$ cat config.mk
export PLATFORM = sky130hd
export DESIGN_NAME = sound_noise_ctrl
export DESIGN_NICKNAME = d
export VERILOG_FILES = /design/src/rtl/sound_noise_ctrl.sv
export SDC_FILE = /design/constraint.sdc
export NUM_CORES = 1
export LEC_CHECK = 0
export ABC_CLOCK_PERIOD_IN_PS = 2100
export CAP_MARGIN = 40
export CORE_ASPECT_RATIO = 2
export CORE_UTILIZATION = 30
export CTS_BUF_LIST = sky130_fd_sc_hd__clkbuf_2
export DETAILED_ROUTE_END_ITERATION = 7
export PLACE_DENSITY = 0.5
export SLEW_MARGIN = 20
export SYNTH_ARGS = -nofsm -noshare
export SYNTH_HDL_FRONTEND = slang
export SYNTH_SLANG_ARGS = --single-unit
$ cat constraint.sdc
create_clock -name clk -period 2.1 [get_ports clk]
set_clock_uncertainty 0.1 [all_clocks]
set_input_delay 0.315 -clock clk [delete_from_list [all_inputs] [get_ports clk]]
set_output_delay 0.315 -clock clk [all_outputs]
set_load 0.05 [all_outputs]
$ cat src/rtl/sound_noise_ctrl.sv
// Noise channel register front-end and frame sequencer.
// Holds NR41..NR44, generates length/envelope ticks and the start pulse.
module sound_noise_ctrl #(
  parameter int DIV_WIDTH    = 13,
  parameter int START_CYCLES = 4
) (
  input  logic       clk,
  input  logic       rst,
  input  logic       master_en,
  input  logic       wr,
  input  logic [1:0] addr,
  input  logic [7:0] din,
  output logic [7:0] dout,
  output logic [2:0] frame_step,
  output logic       tick_length,
  output logic       tick_env,
  output logic [5:0] length,
  output logic [3:0] initial_volume,
  output logic       envelope_increasing,
  output logic [2:0] num_envelope_sweeps,
  output logic [3:0] shift_clock_freq,
  output logic       counter_width,
  output logic [2:0] freq_dividing_ratio,
  output logic       single,
  output logic       start
);

  localparam logic [3:0] START_LOAD = 4'(START_CYCLES);

  logic [DIV_WIDTH-1:0] presc;
  logic [2:0]           step;
  logic [3:0]           cnt;
  logic [5:0]           nr41;
  logic [7:0]           nr42;
  logic [7:0]           nr43;
  logic                 nr44_single;

  logic wr_en;
  logic wrap;
  logic dac_on;
  logic trig;
  logic dac_kill;

  assign wr_en    = wr & master_en;
  assign wrap     = &presc;
  assign dac_on   = |nr42[7:3];
  assign trig     = wr_en && addr == 2'd3 && din[7] && dac_on;
  assign dac_kill = wr_en && addr == 2'd1 && din[7:3] == 5'd0;

  always_ff @(posedge clk) begin
    if (rst || !master_en) begin
      presc       <= '0;
      step        <= 3'd0;
      tick_length <= 1'b0;
      tick_env    <= 1'b0;
    end else begin
      presc       <= presc + 1'b1;
      tick_length <= wrap & ~step[0];
      tick_env    <= wrap & (step == 3'd7);
      if (wrap)
        step <= step + 3'd1;
    end
  end

  always_ff @(posedge clk) begin
    if (rst || !master_en) begin
      nr41        <= 6'd0;
      nr42        <= 8'd0;
      nr43        <= 8'd0;
      nr44_single <= 1'b0;
    end else if (wr_en) begin
      unique case (1'b1)
        addr == 2'd0: nr41        <= din[5:0];
        addr == 2'd1: nr42        <= din;
        addr == 2'd2: nr43        <= din;
        addr == 2'd3: nr44_single <= din[6];
      endcase
    end
  end

  // Trigger checks the already-registered NR42 DAC bits.
  always_ff @(posedge clk) begin
    if (rst || !master_en)
      cnt <= 4'd0;
    else if (trig)
      cnt <= START_LOAD;
    else if (dac_kill)
      cnt <= 4'd0;
    else if (cnt != 4'd0)
      cnt <= cnt - 4'd1;
  end

  always_comb begin
    dout = 8'hFF;
    unique case (1'b1)
      addr == 2'd0: dout = 8'hFF;
      addr == 2'd1: dout = nr42;
      addr == 2'd2: dout = nr43;
      addr == 2'd3: dout = {1'b1, nr44_single, 6'h3F};
    endcase
  end

  assign frame_step          = step;
  assign start               = cnt != 4'd0;
  assign length              = nr41;
  assign initial_volume      = nr42[7:4];
  assign envelope_increasing = nr42[3];
  assign num_envelope_sweeps = nr42[2:0];
  assign shift_clock_freq    = nr43[7:4];
  assign counter_width       = nr43[3];
  assign freq_dividing_ratio = nr43[2:0];
  assign single              = nr44_single;

endmodule

# After elaboration in Yosys (flattened, before gate mapping)

Index checks and enable logic that the tools add are counted.

Latch bits: 0
Word-level logic and storage cells: 43
Memory bits (read-only): 0
Bits of input ports: 14
RAM bits: 0
Bits in registers: 45
Memories: 0

Equal/unequal tests: 4
Bitwise gates (word level): 4
$lt $le $gt $ge: 0
Shifts and indexed selects: 0
Divide/modulo/power cells: 0
$add $sub $neg: 3
Reductions and logical operators: 18
Multiply operators: 0
Muxes and demuxes: 4

Operator list:

| kind                  | count |
|---|---|
| $pmux 8 s4            | 1 |
| $add 13x1->13 const B | 1 |
| $reduce_and 13->1     | 1 |
| $mux 3                | 3 |
| $reduce_and 2->1      | 4 |
| $logic_and 1x1->1     | 5 |
| $logic_not 5->1       | 1 |
| $reduce_or 5->1       | 1 |
| $eq 2x2->1 const B    | 2 |
| $reduce_bool 4->1     | 1 |
| $sub 4x1->4 const B   | 1 |
| $add 3x1->3 const B   | 1 |
| $and 1x1->1           | 3 |
| $eq 3x3->1 const B    | 1 |
| $reduce_bool 3->1     | 1 |
| $reduce_or 3->1       | 1 |
| $eq 2x1->1 const B    | 1 |
| $logic_not 2->1       | 1 |
| $logic_not 1->1       | 1 |
| $logic_or 1x1->1      | 1 |
| $not 1->1             | 1 |

# Logic depth before layout (Yosys ltp)

Word-level depth: 5
Gate-level depth with buffers: 6
Mapped depth without buffers: 5

# Worst setup path after synthesis

No wires, ideal clock.

Path type: input to output
Start: in addr[1]
End: out dout[6]
Data arrival time: 1.622 ns
Stages: 5
Required time: 1.685 ns
Buffers on the path: 2
Setup slack: 0.063 ns
Cell sequence: buf_2 > nand2b_1 > clkbuf_1 > nor2_1 > a21oi_1

Word-level cells in the longest chain between the ends: 2

Ends and longest elaborated chain:

| item                               | RTL line | text |
|---|---|---|
| start, declared                    | 11       | `input logic [1:0] addr,` |
| $eq 2x2->1 (tied with other cells) | 99       | `addr == 2'd3: dout = {1'b1, nr44_single, 6'h3F};` |
| $pmux 8 s4 *                       | 95       | `unique case (1'b1)` |
| end, declared                      | 13       | `output logic [7:0] dout,` |

Every way passes the cells marked *; elsewhere a longest branch is shown, timed or not.

# Worst setup path after layout

Start: reg nr41[4], in the netlist length[4]
End: out length[4]

RTL lines:

| item                   | RTL line | text |
|---|---|---|
| start, declared        | 33       | `logic [5:0] nr41;` |
| start signal, assigned | 73       | `addr == 2'd0: nr41 <= din[5:0];` |
| end, declared          | 17       | `output logic [5:0] length,` |

No word-level cell between the ends.

==> impl_metrics.ini <==
[yosys]
synth_edf_count = 0
yosysWarningCount = 0
synth_nets = 241
avgSynthCellArea_um2 = 8.87
synth_simple_gate_area_share_pct = 25.9
ys_types = 40
synth_top_family_by_area = simple AND/OR/NAND/NOR gates
synth_seq_cells = 45
syn_area_um2 = 1980
synthMuxAreaShare_pct = 6.58
synthAdderAreaFrac_pct = 2.53
yosysSeqAreaShare_pct = 45.6
synth_compound_area_share_pct = 13.9
synthFlopType = dfxtp_1
syn_inst = 223
postSynth.asyncResetShare_pct = 0
yosys.area_share.xor_xnor_pct = 1.77

[worst_setup_path]
path_class = reg -> out
critPathBufInv = 1
critical_path_required_ns = 1.68
critPathMaxStageDelay_ns = 0.82
critPathArrivalTime_ns = 1.62
crit_slowest_cell = clkdlybuf4s50_1
crit_path_start_kind = register
worst-path-max-fanout = 2
end_kind = output pin
path_cells = clkdlybuf4s50_1
cp_top_family = buffers and inverters

[clock_tree]
ctsHoldBuffers = 0
cts_root_buffer = clkbuf_2
clk_latency_ns = 0.40
cts_max_level = 2
cts_buffer_depth = 2
path_clk_slew_ns = 0.23
cts_buffers = 5
post_cts_buffers = 0
cts_tree = yes
clock_sinks = 45

[placement]
dp.cells = 360
dp_hpwl_um = 4010
gp_congestion = 0.778
portBuffers = 50

[timing]
slew_violations = 0
period_minus_slack_ns = 2.04
finalSetupViolations = 0
hold_viol_final = 0
rsz0062_at_grt = no
finalSetupTns_ns = 0
fin_crit_sh_pct = 97.1
worst_pin_slew_ns = 0.518
max_freq_mhz = 491
slew_headroom_pct = 65.4

[routing]
routed-via-count = 1769
drt_iter0_drc = 69
drt.antenna.violating_nets = 0
wl_um = 5310
wl_per_cell_um = 14.5
viasPerCell = 4.82
drc = 0
drtPass1Iterations = 4

[floorplan]
initial_core_util_pct = 31.3
core_um2 = 6310
pin_count = 51
die_area_um2 = 6940
die_h_um = 117
rows = 41
die_w_um = 59.4

[layout]
area_growth_pct = 43.0
nNetsFinal = 299
fin_util_pct = 44.8
final_cell_count_no_fill = 367
antennaDiodeCount = 0
final_common_cell = dfxtp_1
final_cell_mix = dfxtp_1, nand2_1, a21oi_1
drive_above_1_share_pct = 15.7

[power_and_ir_drop]
p_per_area_nw_per_um2 = 574
netSwitchingPower_uw = 430
leakage_nw = 1.19
cell_internal_pwr_mw = 1.19
vdd_ir_drop_max_mv = 0.482
totalPowerFinal_mw = 1.62
power.combinational.fraction_pct = 17.6
seqPwrFrac_pct = 53.8
clkPwrFrac_pct = 28.6
p_sw_share_pct = 26.5

[run]
max-cap-violations = 0

[global_routing]
grt_max_degree = 35
grt_usage_pct = 16.6
grt_pass1_vias = 1727
antenna_found_initial = 0
grt_pass1_wl_um = 8420
overflow = 0

[outcome]
status = complete, no violations

[min_path]
min_path_type = reg -> reg
==> state kept, by name (all words and copies together), names as in the netlist <==
| name | count |
|---|---|
| length | 6 |
| tick_env | 1 |
| nr43 | 8 |
| single | 1 |
| presc | 13 |
| tick_length | 1 |
| cnt | 4 |
| frame_step | 3 |
| nr42 | 8 |
==> stage by stage <==
stage	instance area (um2)	worst slack, ns	hold WS (ns)
5_1_grt	2830	0.000608	0.388
4_1_cts	2790	0.00144	0.375
2_1_floorplan	1980	0.0626	0.340
3_3_place_gp	2730	0.0524	0.361
3_5_place_dp	2730	0.0281	0.365
6_report	2830	0.0619	0.384
==> cell families (layout without fill, tap and decap cells) <==
logic type	count (synthesis)	after routing
DFF	45	45
muxes	13	13
adders and majority gates	4	4
and+or+nand+nor	95	95
buffers and inverters	18	76
xor gates and xnor gates	4	4
AOI/OAI and AO/OA	44	44
==> metal layers <==
metal / vias up / global-route usage (%) / routed length (um)
met5: - / 0 / 0
met4: 0 / 7.78 / 150
met2: 38 / 31.5 / 2950
li1: 901 / - / -
met3: 10 / 3.19 / 187
met1: 820 / 16.5 / 2020
==> area by class of cell <==
type	instances	area, um2
clock buffers	5	25.0
clock inverters	2	35.0
fillers	607	3480
inverters	5	18.8
multi-input cells	160	1030
flip-flops and latches	45	903
well taps	86	108
repair buffers	64	711
==> synthesized netlist by cell type (4+ instances only) <==
cell type / instances / share of area (%)
dfxtp_1: 45 / 46
nand2_1: 39 / 7.4
a21oi_1: 24 / 6.1
nor2_1: 14 / 2.7
mux2i_1: 13 / 6.6
clkbuf_1: 9 / 1.7
o22a_1: 7 / 3.1
nor3_1: 6 / 1.5
inv_1: 5 / 0.95
or4_1: 5 / 1.9
buf_2: 4 / 1.0
ha_1: 4 / 2.5
nand2b_1: 4 / 1.3
nand4_1: 4 / 1.3
o21ai_0: 4 / 1.0
o31ai_1: 4 / 1.5
==> timing repair <==
item | 4_1_cts | 5_1_grt
cloned | 0 | 0
gates resized for setup | 12 | 13
endpoints found under the setup margin | 10 | 17
==> power groups by stage <==
stage          clock (mW)  combinational [mW]  sequential, mW
6_report            0.464               0.285           0.872
5_1_grt             0.514               0.304           0.875
4_1_cts             0.491               0.284           0.873
3_5_place_dp            0               0.279           0.889
3_3_place_gp            0               0.279           0.889
2_1_floorplan           0               0.134           0.900
==> worst paths after layout <==
| check | startpoint | endpoint | slack [ns] | cells past startpoint |
|---|---|---|---|---|
| worst max-delay path | length[4] | length[4] | 0.06 | 1 |
| worst min-delay path | nr43[5] | nr43[5] | 0.38 | 2 |
| worst max register to register | presc[0] | presc[12] | 0.36 | 4 |
| worst min register to register | nr43[5] | nr43[5] | 0.38 | 2 |
Note: power is estimated with default switching activity, not from simulation.
